$ cat config.mk
export PLATFORM = sky130hd
export DESIGN_NAME = dmawr_chunk_splitter
export DESIGN_NICKNAME = d
export VERILOG_FILES = /design/src/rtl/dmawr2tlp_types_pkg.sv /design/src/rtl/dmawr_chunk_calc.sv /design/src/rtl/dmawr_chunk_splitter.sv
export SDC_FILE = /design/constraint.sdc
export NUM_CORES = 1
export LEC_CHECK = 0
export CORE_UTILIZATION = 50
export CTS_CLUSTER_DIAMETER = 100
export CTS_CLUSTER_SIZE = 16
export DETAILED_ROUTE_END_ITERATION = 8
export HOLD_SLACK_MARGIN = 0.06
export PLACE_DENSITY = 0.76
export SETUP_SLACK_MARGIN = 0.2
export SLEW_MARGIN = 20
export SYNTH_ARGS = -nofsm -noshare
export SYNTH_HDL_FRONTEND = slang
export SYNTH_HIERARCHICAL = 1
export SYNTH_SLANG_ARGS = --single-unit
$ cat constraint.sdc
create_clock -name sys_clk -period 12.2 [get_ports sys_clk]
set_clock_uncertainty 0.05 [all_clocks]
set_input_delay 2.44 -clock sys_clk [delete_from_list [all_inputs] [get_ports sys_clk]]
set_output_delay 2.44 -clock sys_clk [all_outputs]
set_load 0.02 [all_outputs]
$ cat src/rtl/dmawr2tlp_types_pkg.sv
// Types shared by the DMA-write splitter and dmawr2tlp: chunk record, splitter states, MPS decode.
// Pure declarations: no latency and no handshake of its own.
package dmawr2tlp_types_pkg;
    localparam int PAGE_BYTES   = 4096;
    localparam int CHUNK_ADDR_W = 64;
    localparam int CHUNK_TAG_W  = 4;
    localparam int CHUNK_BC_W   = 13;

    typedef enum logic {
        ST_IDLE  = 1'b0,
        ST_SPLIT = 1'b1
    } split_state_t;

    typedef struct packed {
        logic [CHUNK_ADDR_W-1:0] addr;
        logic [CHUNK_BC_W-1:0]   bcount;
        logic [CHUNK_TAG_W-1:0]  tag;
        logic                    first;
        logic                    last;
    } dmawr_chunk_t;

    // PCIe MPS encodings above 5 are reserved and behave as 4 KB; the result is then capped.
    function automatic logic [CHUNK_BC_W-1:0] mps_decode(input logic [2:0] cfg_mps,
                                                         input int         max_bytes);
        logic [2:0]            code;
        logic [CHUNK_BC_W-1:0] bytes;
        code  = (cfg_mps > 3'd5) ? 3'd5 : cfg_mps;
        bytes = 13'd128 << code;
        if (32'(bytes) > max_bytes) begin
            bytes = CHUNK_BC_W'(max_bytes);
        end
        return bytes;
    endfunction
endpackage

$ cat src/rtl/dmawr_chunk_calc.sv
// Chunk sizing: bytes up to the next mps_b-aligned boundary, capped by what remains.
// Purely combinational (zero latency), no handshake; the caller decides when to use it.
module dmawr_chunk_calc
#(
    parameter int BCOUNT_WIDTH = 24
) (
    input  logic [12:0]             i_addr_lo,
    input  logic [BCOUNT_WIDTH-1:0] i_remaining,
    input  logic [12:0]             i_mps_b,
    output logic [12:0]             o_chunk,
    output logic                    o_last
);
    logic [12:0] w_offset;
    logic [12:0] w_room;
    logic        w_fits;

    // mps_b is a power of two, so the modulo is a mask; room is 1..mps_b.
    assign w_offset = i_addr_lo & (i_mps_b - 13'd1);
    assign w_room   = i_mps_b - w_offset;
    assign w_fits   = (i_remaining <= BCOUNT_WIDTH'(w_room));
    assign o_chunk  = w_fits ? 13'(i_remaining) : w_room;
    assign o_last   = w_fits;
endmodule

$ cat src/rtl/dmawr_chunk_splitter.sv
// Splits a host write command into MPS-bounded chunks; first chunk valid the cycle after accept.
// Output register holds under req_ready low; one chunk per cycle otherwise; no command overlap.
module dmawr_chunk_splitter
    import dmawr2tlp_types_pkg::*;
#(
    parameter int ADDR_WIDTH        = 64,
    parameter int BCOUNT_WIDTH      = 24,
    parameter int MAX_PAYLOAD_BYTES = 512,
    parameter int TAG_WIDTH         = 4
) (
    input  logic                    sys_clk,
    input  logic                    sys_reset,
    input  logic [2:0]              cfg_mps,
    input  logic                    cmd_valid,
    output logic                    cmd_ready,
    input  logic [ADDR_WIDTH-1:0]   cmd_addr,
    input  logic [BCOUNT_WIDTH-1:0] cmd_bcount,
    input  logic [TAG_WIDTH-1:0]    cmd_tag,
    output logic                    req_valid,
    input  logic                    req_ready,
    output logic [ADDR_WIDTH-1:0]   req_addr,
    output logic [12:0]             req_bcount,
    output logic [TAG_WIDTH-1:0]    req_tag,
    output logic                    req_first,
    output logic                    req_last,
    output logic                    busy,
    output logic                    err_zero_len
);
    localparam int MPS_CEIL = (MAX_PAYLOAD_BYTES > PAGE_BYTES) ? PAGE_BYTES : MAX_PAYLOAD_BYTES;

    split_state_t            r_state;
    dmawr_chunk_t            r_req;
    logic                    r_req_vld;
    logic                    r_cmd_rdy;
    logic                    r_busy;
    logic                    r_err_zero_len;
    logic [ADDR_WIDTH-1:0]   r_cur_addr;
    logic [BCOUNT_WIDTH-1:0] r_remaining;
    logic [TAG_WIDTH-1:0]    r_tag;
    logic [12:0]             r_mps_b;
    logic                    r_first;
    logic                    r_all_loaded;

    logic                    w_in_idle;
    logic                    w_cmd_fire;
    logic                    w_req_fire;
    logic                    w_load;
    logic [ADDR_WIDTH-1:0]   w_base_addr;
    logic [BCOUNT_WIDTH-1:0] w_base_rem;
    logic [12:0]             w_base_mps;
    logic [TAG_WIDTH-1:0]    w_base_tag;
    logic                    w_base_first;
    logic [12:0]             w_chunk;
    logic                    w_last;

    assign w_in_idle  = (r_state == ST_IDLE);
    assign w_cmd_fire = r_cmd_rdy & cmd_valid;
    assign w_req_fire = r_req_vld & req_ready;

    // In IDLE the first chunk is sized straight from the command so it is valid one cycle later.
    assign w_base_addr  = w_in_idle ? cmd_addr : r_cur_addr;
    assign w_base_rem   = w_in_idle ? cmd_bcount : r_remaining;
    assign w_base_mps   = w_in_idle ? mps_decode(cfg_mps, MPS_CEIL) : r_mps_b;
    assign w_base_tag   = w_in_idle ? cmd_tag : r_tag;
    assign w_base_first = w_in_idle ? 1'b1 : r_first;

    assign w_load = w_in_idle ? (w_cmd_fire && (cmd_bcount != '0))
                              : (!r_all_loaded && (!r_req_vld || req_ready));

    dmawr_chunk_calc #(
        .BCOUNT_WIDTH (BCOUNT_WIDTH)
    ) u_calc (
        .i_addr_lo   (w_base_addr[12:0]),
        .i_remaining (w_base_rem),
        .i_mps_b     (w_base_mps),
        .o_chunk     (w_chunk),
        .o_last      (w_last)
    );

    always_ff @(posedge sys_clk) begin
        if (sys_reset) begin
            r_state        <= ST_IDLE;
            r_req          <= '0;
            r_req_vld      <= 1'b0;
            r_cmd_rdy      <= 1'b1;
            r_busy         <= 1'b0;
            r_err_zero_len <= 1'b0;
            r_cur_addr     <= '0;
            r_remaining    <= '0;
            r_tag          <= '0;
            r_mps_b        <= '0;
            r_first        <= 1'b0;
            r_all_loaded   <= 1'b0;
        end else begin
            r_err_zero_len <= w_cmd_fire && (cmd_bcount == '0);

            if (w_load) begin
                r_req.addr   <= CHUNK_ADDR_W'(w_base_addr);
                r_req.bcount <= w_chunk;
                r_req.tag    <= CHUNK_TAG_W'(w_base_tag);
                r_req.first  <= w_base_first;
                r_req.last   <= w_last;
                r_req_vld    <= 1'b1;
                r_cur_addr   <= w_base_addr + ADDR_WIDTH'(w_chunk);
                r_remaining  <= w_base_rem - BCOUNT_WIDTH'(w_chunk);
                r_first      <= 1'b0;
                r_all_loaded <= w_last;
            end else if (w_req_fire) begin
                r_req_vld    <= 1'b0;
            end

            case (r_state)
                ST_IDLE: begin
                    if (w_load) begin
                        r_state   <= ST_SPLIT;
                        r_cmd_rdy <= 1'b0;
                        r_busy    <= 1'b1;
                        r_mps_b   <= w_base_mps;
                        r_tag     <= cmd_tag;
                    end
                end
                ST_SPLIT: begin
                    if (w_req_fire && r_req.last) begin
                        r_state   <= ST_IDLE;
                        r_cmd_rdy <= 1'b1;
                        r_busy    <= 1'b0;
                    end
                end
                default: r_state <= ST_IDLE;
            endcase
        end
    end

    assign cmd_ready    = r_cmd_rdy;
    assign req_valid    = r_req_vld;
    assign req_addr     = r_req.addr[ADDR_WIDTH-1:0];
    assign req_bcount   = r_req.bcount;
    assign req_tag      = r_req.tag[TAG_WIDTH-1:0];
    assign req_first    = r_req.first;
    assign req_last     = r_req.last;
    assign busy         = r_busy;
    assign err_zero_len = r_err_zero_len;
endmodule

# Word-level counts from Yosys, hierarchy flattened
# Cells that the tools add are included.
[totals] elab_cells=60 output_inout_bits=87 regBits=193
[classes] n_lt_le_gt_ge=3 eq_ne=2 n_mux=20 addsub=4 shifts=1 n_reduce_logical=12 bitwise_logic=4
[ops] op="64-bit by 13-bit adder with 64-bit output" count=1
[ops] op="64-bit 2-to-1 mux" count=1
[ops] op="13-bit 2-to-1 mux" count=3
[ops] op="24-bit by 13-bit less-or-equal comparator with 1-bit output" count=1
[ops] op="24-bit zero test" count=1
[ops] op="24-bit 2-to-1 mux" count=1
[ops] op="24-bit nonzero test" count=1
[ops] op="24-bit by 13-bit subtractor with 24-bit output" count=1
[ops] op="13-bit AND" count=1
[ops] op="13-bit by 10-bit > comparator with 1-bit output, second input constant" count=1
[ops] op="8-bit by 3-bit << shifter with 13-bit output, first input constant" count=1
[ops] op="13-bit by 1-bit subtractor with 13-bit output, second input constant" count=1
[ops] op="13-bit subtractor" count=1
[ops] op="1-bit 2-to-1 mux" count=10
[ops] op="1-bit case mux with 2 select lines" count=3
[ops] op="1-bit logical AND" count=4
[ops] op="4-bit 2-to-1 mux" count=1
[ops] op="2-bit by 1-bit != test with 1-bit output, second input constant" count=2
[ops] op="2-bit AND reduction" count=2
[ops] op="3-bit > comparator, second input constant" count=1
[ops] op="3-bit 2-to-1 mux" count=1
[ops] op="1-bit AND" count=2
[ops] op="1-bit zero test" count=2
[ops] op="2-bit nonzero test" count=1
[ops] op="other kinds (2)" count=2

# Longest topological paths before layout
# Gate-level depths: netlist (run 1).
[logic_depth] ltp_word=12 mapped_depth=42

# Cells and area by module
# The synthesis (run 1) kept the hierarchy.
[by_module_without_submodules] mod="dmawr_chunk_splitter" cells_each=1400 area_per_inst_um2=11453.5 n_inst=1
[by_module_without_submodules] mod="dmawr_chunk_calc" cells_each=198 area_per_inst_um2=1392.6 n_inst=1

# Worst setup path before layout (run 1)
# Ideal clock, no wire load.
[synth_path] path_kind="input to register" start="input cfg_mps[2]" end="register r_cur_addr[26]" slack_ns=3.559 path_stages=29 t_arrival_ns=8.464 setup_ns=0.128 cell_sequence="nor3_1 a22o_1 or4_1 nor4_1 nand2_1 xnor2_1 nand2_1 ha_1 or3b_1 o22ai_1 a21oi_2 xnor2_1 ha_1 nand3_1 o21ai_0 a41oi_1 nor2_1 buf_6 o21ai_0 inv_1 fa_1 nor2b_1 o31ai_1 a211oi_1 o311ai_2 or4_1 mux2_2 a222oi_1 nor2_1"
[synth_via] elab_chain_cells=12
[synth_lines] item="start, declared" line="dmawr_chunk_splitter.sv:13" source="input logic [2:0] cfg_mps,"
[synth_lines] item="3-bit > comparator" line="dmawr2tlp_types_pkg.sv:27" source="code = (cfg_mps > 3'd5) ? 3'd5 : cfg_mps;"
[synth_lines] item="3-bit 2-to-1 mux (*)" line="dmawr2tlp_types_pkg.sv:27"
[synth_lines] item="8-bit by 3-bit << shifter with 13-bit output (*)" line="dmawr2tlp_types_pkg.sv:28" source="bytes = 13'd128 << code;"
[synth_lines] item="13-bit by 10-bit > comparator with 1-bit output" line="dmawr2tlp_types_pkg.sv:29" source="if (32'(bytes) > max_bytes) begin"
[synth_lines] item="13-bit 2-to-1 mux (*)" line="dmawr2tlp_types_pkg.sv:29"
[synth_lines] item="13-bit 2-to-1 mux (*)" line="dmawr_chunk_splitter.sv:63" source="assign w_base_mps = w_in_idle ? mps_decode(cfg_mps, MPS_CEIL) : r_mps_b;"
[synth_lines] item="via w_base_mps[8]" line="dmawr_chunk_splitter.sv:50" source="logic [12:0] w_base_mps;"
[synth_lines] item="13-bit by 1-bit subtractor with 13-bit output" line="dmawr_chunk_calc.sv:18" source="assign w_offset = i_addr_lo & (i_mps_b - 13'd1);"
[synth_lines] item="13-bit AND" line="dmawr_chunk_calc.sv:18"
[synth_lines] item="13-bit subtractor (*)" line="dmawr_chunk_calc.sv:19" source="assign w_room = i_mps_b - w_offset;"
[synth_lines] item="24-bit by 13-bit less-or-equal comparator with 1-bit output (*)" line="dmawr_chunk_calc.sv:20" source="assign w_fits = (i_remaining <= BCOUNT_WIDTH'(w_room));"
[synth_lines] item="13-bit 2-to-1 mux (*)" line="dmawr_chunk_calc.sv:21" source="assign o_chunk = w_fits ? 13'(i_remaining) : w_room;"
[synth_lines] item="via w_chunk[1]" line="dmawr_chunk_splitter.sv:53" source="logic [12:0] w_chunk;"
[synth_lines] item="64-bit by 13-bit adder with 64-bit output (*)" line="dmawr_chunk_splitter.sv:104" source="r_cur_addr <= w_base_addr + ADDR_WIDTH'(w_chunk);"
[synth_lines] item="end signal, assigned" line="dmawr_chunk_splitter.sv:104"
[synth_lines] item="end, declared" line="dmawr_chunk_splitter.sv:37" source="logic [ADDR_WIDTH-1:0] r_cur_addr;"
# Mark *: on every way through the listed nets, which the timed path passes. The rest lies on a longest branch.
# A chain may end at the register's enable or synchronous reset.

# Worst setup path in the final report (run 1)
[layout_path] start="input cfg_mps[2]" end="register r_cur_addr[52]"
[layout_via] elab_chain_cells=12
[layout_lines] item="3-bit > comparator" line="dmawr2tlp_types_pkg.sv:27"
[layout_lines] item="3-bit 2-to-1 mux (*)" line="dmawr2tlp_types_pkg.sv:27"
[layout_lines] item="8-bit by 3-bit << shifter with 13-bit output (*)" line="dmawr2tlp_types_pkg.sv:28"
[layout_lines] item="13-bit by 10-bit > comparator with 1-bit output" line="dmawr2tlp_types_pkg.sv:29"
[layout_lines] item="13-bit 2-to-1 mux (*)" line="dmawr2tlp_types_pkg.sv:29"
[layout_lines] item="13-bit 2-to-1 mux (*)" line="dmawr_chunk_splitter.sv:63"
[layout_lines] item="via w_base_mps[8]" line="dmawr_chunk_splitter.sv:50"
[layout_lines] item="13-bit by 1-bit subtractor with 13-bit output" line="dmawr_chunk_calc.sv:18"
[layout_lines] item="13-bit AND" line="dmawr_chunk_calc.sv:18"
[layout_lines] item="13-bit subtractor (*)" line="dmawr_chunk_calc.sv:19"
[layout_lines] item="24-bit by 13-bit less-or-equal comparator with 1-bit output (*)" line="dmawr_chunk_calc.sv:20"
[layout_lines] item="via w_last" line="dmawr_chunk_splitter.sv:54" source="logic w_last;"
[layout_lines] item="13-bit 2-to-1 mux (*)" line="dmawr_chunk_calc.sv:21"
[layout_lines] item="via w_chunk[1]" line="dmawr_chunk_splitter.sv:53"
[layout_lines] item="64-bit by 13-bit adder with 64-bit output (*)" line="dmawr_chunk_splitter.sv:104"
# Marks and branches as above.

==> metrics, run 1 <==
outcome=complete, no violations; drt initial violations=between 1k and 1.5k; synth unique cells=roughly 110; total CTS buffers=17; Final Cycle Share=82.0%; via/cell ratio=about 6.1; P_leak=5.74 nW; post-synthesis compound-gate area fraction=23.2%; crit path time final=10,000 ps; initial antenna violation count=0; pin count of the biggest net entering global routing=roughly 90; dominant cells by area after synthesis=dfxtp_1 (30%), nand2_1 (5.7%), a21oi_1 (4.4%); DIE WIDTH=162 um; # diodes=0; first-pass GRT wire length=59.5 mm; actual slew at the worst max-slew pin=1050 ps; post-synth top area share=30.1%; met2 usage in global routing=46.8%; top-level I/O count=186; CP Launch Type=input port; initial core utilization=~51%; Routed WL per cell=18.2 um; GRT Overall Usage=28.1%; largest area contributor in the synthesized netlist=dfxtp_1; RSZ-0062 raised after global routing=no; final number of max-transition violations=0; Layout fillers=2,274; fraction of synthesized cell area in xor and xnor cells=under 10%; top_reg_cell synth=dfxtp_1; # setup viols final=0; most common cell after layout, fill and taps aside=nand2_1; Slew HR=29.7%; commonest non-fill, non-tap cells in the layout=nand2_1 (195), dfxtp_1 (192), clkdlybuf4s50_1 (184); slowest stage delay, CP=810 ps; Core ar.=between 0.02 and 0.03 mm2; Root Buffer=clkbuf_16; maximum VDD drop=86.4 uV; # H-tree levels=4; routability congestion estimate=a little over 0.9; Die Y-Extent=162 um; CTS resizes=0; die area=0.0263 mm2; syn nets=1,741; post-detail-place hpwl=26.7 mm; Pwr Total=2.22 mW; Worst Path Max Fanout=24; Post-CTS Setup Inserts=0; grt peak-use layer=met2; hold crit path type=register to register; GR met1 Demand/Resource=between 30% and 40%; adder-cell share of the synthesized area=4.40%; Post-synth EDFFs=0; grt ovf=0; hold_buf cts=0; area grow syn2layout=19.8%; Mapped Avg Cell Area=8.04 um2; critical path arrival=10,310 ps; pwr dens=144 mW/mm2; CTS tree=built; layout cell share with drive strength beyond 1=8.55%; DRC errors left=0; Synth Area in Simple Gates=25.3%; CP required=12,510 ps; Post-Synthesis Cells=approximately 1.6k; DR pass1 iterations=7; Critical Path End Type=register; ANT nets after route=0; CTS Sinks=193; max frequency=0.100 GHz; critical path class=input port to register; GR Util met3=3.70%; Final Hold Viols=0; vias in the first global route=11.5k; Nets=1,862; sequential-to-total area share from yosys stat=30.1%; CTS Buffer Depth=2; worst-skew pair later-pin latency=between 400 and 500 ps; DRT Wirelength=37.5 mm; FP Rows=58; main combinational cell family by area after synthesis=simple AND/OR/NAND/NOR gates; mux cell area share after synthesis=7.76%; CP max stage cell=nor4_2; IO buf count=185; #FFs+latches synth=193; routed vias=12.5k; YS warnings=6; max-cap viol count=0; ys async rst share=0%; setup_tns=0 ps; clock-pin slew on the worst setup and hold paths=about 70 ps; Synth Cell Area=0.0128 mm2
==> layer usage <==
| metal | share of wire (%) | vias up |
|---|---|---|
| met4 | 3.0 | 0 |
| met5 | 0 | - |
| li1 | - | 6086 |
| met2 | 47 | 470 |
| met1 | 44 | 5884 |
| met3 | 5.9 | 77 |
==> synthesized netlist by cell type, drive strengths merged, types with 10 or more instances <==
| master | n |
|---|---|
| a211oi | 69 |
| a21o | 14 |
| a21oi | 115 |
| a221oi | 13 |
| a22oi | 16 |
| a31oi | 18 |
| a32o | 10 |
| and2 | 29 |
| and3 | 10 |
| buf | 36 |
| clkbuf | 61 |
| dfxtp | 193 |
| ha | 42 |
| inv | 41 |
| mux2 | 42 |
| mux2i | 52 |
| nand2 | 196 |
| nand2b | 13 |
| nand3 | 48 |
| nand3b | 16 |
| nand4 | 11 |
| nor2 | 142 |
| nor2b | 41 |
| nor3 | 38 |
| nor4 | 24 |
| o21a | 10 |
| o21ai | 62 |
| o31ai | 10 |
| or2 | 15 |
| or3 | 12 |
| or4 | 10 |
| xnor2 | 35 |
| xor2 | 32 |
==> state kept, by name, summed over array words and instances (netlist names) <==
signal and cells:
r_cur_addr 64, req_addr 64, r_remaining 24, r_mps_b 13
req_bcount 13, r_tag 4, req_tag 4, busy 1
cmd_ready 1, err_zero_len 1, r_all_loaded 1, r_state 1
req_first 1, req_valid 1
==> worst paths after layout <==
| kind | startpoint | to | slack [ps] | depth (start not counted) |
|---|---|---|---|---|
| min | r_remaining[20] | r_remaining[20] | 400 | 2 |
| min reg2reg | r_remaining[20] | r_remaining[20] | 400 | 2 |
| max | cfg_mps[2] | r_cur_addr[52] | 2200 | 32 |
| max reg2reg | r_state | r_cur_addr[52] | 3760 | 31 |
==> logic make-up after synthesis <==
group,Yosys count
AO/OA/AOI/OAI,422
XOR/XNOR,67
adder cells (fa/ha/maj),44
buffers and inverters,139
flip-flops,193
multiplexers,94
AND/OR/NAND/NOR,639
==> worst max-delay path, delay by kind of cell <==
| family | cells | cell delay [ps] |
|---|---|---|
| AOI/OAI and AO/OA | 12 | 2660 |
| xor gates and xnor gates | 2 | 360 |
| buffers and inverters | 5 | 1280 |
| and+or+nand+nor | 10 | 2470 |
| adders and majority gates | 3 | 1100 |
==> power breakdown <==
part	switching, mW	total, mW	leakage [nW]	internal (mW)
Combinational	0.510	0.877	3.87	0.367
Clock	0.280	0.574	0.280	0.294
Sequential	0.0595	0.771	1.59	0.711
==> final cells by class <==
type                    count  area (um2)  area share, %
clock inverters            13         136          0.886
inverters                  42         158           1.02
repair buffers            199        1950           12.7
flip-flops and latches    193        3870           25.1
multi-input cells        1266        8430           54.7
well taps                 330         413           2.68
clock buffers              18         439           2.85
==> per-stage QoR <==
| stage | std cells | setup WS, ps | instance area [um2] | util, % | hold slack, ps |
|---|---|---|---|---|---|
| after detailed placement | 2030 | 1940 | 14800 | 58.8 | 388 |
| after CTS | 2061 | 2320 | 15400 | 61.1 | 404 |
| after global placement | 2030 | 2160 | 14800 | 58.8 | 385 |
| after floorplan | 1598 | 3560 | 12800 | - | 371 |
| after global routing | 2061 | 1550 | 15400 | 61.1 | 417 |
| final | 2061 | 2200 | 15400 | 61.1 | 403 |
No activity file was read; power rests on OpenSTA's default activity.
==> inputs of run 2 (changes only) <==
Clock period 12.2 ns to 9.5 ns, I/O delays scaled along.
==> run 2 against run 1 <==
Compared with the run above:
- utilization rose by 0.31 points
- register-to-register slack got worse by 2200 ps
- wire length rose by 0.82%
- largest cell class unchanged
==> metrics, run 2 (synthesis gave the netlist of run 1 again) <==
Critical Path End Type=register (unchanged); vias in the first global route=11.5k (about the same); GRT Overall Usage=28.3% (was 28.1%); Final Cycle Share=94.0%; placed cells=2,039 (was 2,030); max-cap viol count=0 (unchanged); Slew HR=26.2% (was 29.7%); max frequency=0.112 GHz; Reg2Reg Setup Slack=1560 ps (was 3760 ps); Die Y-Extent=162 um (unchanged); # H-tree levels=4 (unchanged); hold path endpoint=busy (was r_remaining[20]); Core ar.=0.0252 mm2 (unchanged); Logic pwr share=40.4% (was 39.5%); hold crit path type=register to register (unchanged); Sw Ratio=38.0% (was 38.2%); routability congestion estimate=0.944 (was 0.917); actual slew at the worst max-slew pin=1100 ps (was 1050 ps); Sw Pwr=1.07 mW (was 0.849 mW); Nets=1,873 (was 1,862); Final Hold Viols=0 (unchanged); routed vias=12.6k (was 12.5k); area grow syn2layout=20.4% (was 19.8%); Layout fillers=2,204 (was 2,274); grt ovf=0 (unchanged); CP required=9800 ps (was 12,510 ps); pin count of the biggest net entering global routing=88 (was 89); CP Launch Type=input port (unchanged); DRC errors left=0 (unchanged); post-detail-place hpwl=27.3 mm (was 26.7 mm); outcome=complete, no violations (unchanged); Reg power frac=35.1% (was 34.7%); DIE WIDTH=162 um (unchanged); critical path class=input port to register (unchanged); hold path start=busy (was r_remaining[20]); Worst Path Max Fanout=11 (was 24); Routed WL per cell=18.2 um (about the same); FP Rows=58 (unchanged); slowest stage delay, CP=510 ps (was 810 ps); most common cell after layout, fill and taps aside=nand2_1 (unchanged); initial core utilization=51.0% (unchanged); CP max stage cell=o311ai_4 (was nor4_2); CTS Sinks=193 (unchanged); internal cell power=1.75 mW (was 1.37 mW); initial antenna violation count=1 (was 0); DR pass1 iterations=7 (unchanged); fin util=61.4% (was 61.1%); first-pass GRT wire length=60.2 mm (was 59.5 mm); r2r startpoint=r_state (unchanged); pwr dens=183 mW/mm2 (was 144 mW/mm2); final number of max-transition violations=0 (unchanged); P_leak=5.77 nW (was 5.74 nW); critical path arrival=9230 ps (was 10,310 ps); worst-skew pair later-pin latency=430 ps (was 450 ps); DRT Wirelength=37.8 mm (was 37.5 mm); Root Buffer=clkbuf_16 (unchanged); IO buf count=185 (unchanged); maximum VDD drop=107 uV (was 86.4 uV); RSZ-0062 raised after global routing=no (unchanged); hold_buf cts=0 (unchanged); CTS Buffer Depth=2 (unchanged); top-level I/O count=186 (unchanged); clock power share=24.5% (was 25.8%); # setup viols final=0 (unchanged); ANT nets after route=0 (unchanged); crit path time final=8930 ps; Critical R2R Capture=r_cur_addr[52] (unchanged); total CTS buffers=17 (unchanged); drt initial violations=1,145 (was 1,051); Cell Count, Final, Fillers Out=2,072 (was 2,061); layout cell share with drive strength beyond 1=9.25% (was 8.55%); die area=0.0263 mm2 (unchanged); hold path cells=2 (unchanged); clock-pin slew on the worst setup and hold paths=70 ps (about the same); via/cell ratio=6.08 (was 6.07); CTS tree=built (unchanged); commonest non-fill, non-tap cells in the layout=nand2_1 (195), dfxtp_1 (192), clkdlybuf4s50_1 (184) (unchanged); Reg2Reg Depth=31 (unchanged)
==> run 2: cell types whose count changed in the layout (fill, tap and decap cells not counted), moves of 2 or more <==
cell / change
clkinv_2: +2
buf_4: +11
clkinv_4: +2
inv_6: -3
inv_8: -3
nor4_1: -2
nor4_2: +2
==> run 2: worst max-delay path by stage <==
stage	from	end	depth (start not counted)
detailed placement	cfg_mps[2]	r_cur_addr[26]	31
finish	cfg_mps[2]	r_cur_addr[52]	33
floorplan	r_state	r_cur_addr[26]	36
CTS	cfg_mps[2]	r_cur_addr[26]	31
global placement	cfg_mps[2]	r_cur_addr[63]	30
global route	cfg_mps[1]	r_cur_addr[26]	32
==> run 2: per-stage QoR <==
step	setup TNS (ps)	hold WS (ps)	total power, mW	area [um2]	worst slack (ps)
4_1_cts	0	400	2.82	15400	364
6_report	0	399	2.83	15500	569
3_5_place_dp	-277	386	2.13	14900	-64.0
5_1_grt	0	425	2.99	15500	175
2_1_floorplan	0	371	1.77	12800	1100
3_3_place_gp	0	384	2.10	14900	144
==> run 2: timing repair <==
| item | CTS | global route |
|---|---|---|
| resized for setup | 0 | 6 |
| buffers inserted | 0 | 2 |
| endpoints found under the setup margin | 0 | 49 |
==> run 2: power groups by stage <==
stage | Sequential [mW] | Clock [mW] | Combinational [mW]
after global placement | 1.00 | 0 | 1.10
after detailed placement | 1.01 | 0 | 1.12
after global routing | 1.00 | 0.738 | 1.25
after CTS | 0.990 | 0.700 | 1.13
final | 0.991 | 0.693 | 1.14
after floorplan | 1.04 | 0 | 0.729
==> run 2: layout make-up <==
type / count / area (um2) / area share (%)
Sequential cell: 193 / 3870 / 25.0
Clock buffer: 18 / 429 / 2.77
Multi-Input combinational cell: 1266 / 8450 / 54.6
Antenna cell: 1 / 2.50 / 0.0162
Clock inverter: 12 / 111 / 0.720
Inverter: 42 / 158 / 1.02
Tap cell: 330 / 413 / 2.67
Timing Repair Buffer: 210 / 2040 / 13.2
==> run 2: worst max-delay path, delay by kind of cell <==
family	cells	cell delay, ps
compound gates	11	2550
xor+xnor	2	450
fa+ha+maj	3	1060
buf+inv	5	1170
simple gates	12	2090
==> run 2: metal layers <==
| layer | global-route usage [%] | wire (um) | up-vias |
|---|---|---|---|
| met4 | 10.5 | 1140 | 0 |
| met5 | 0 | 0 | - |
| met1 | 37.2 | 16400 | 5945 |
| met3 | 3.73 | 2360 | 71 |
| li1 | - | - | 6126 |
| met2 | 47.0 | 17800 | 454 |
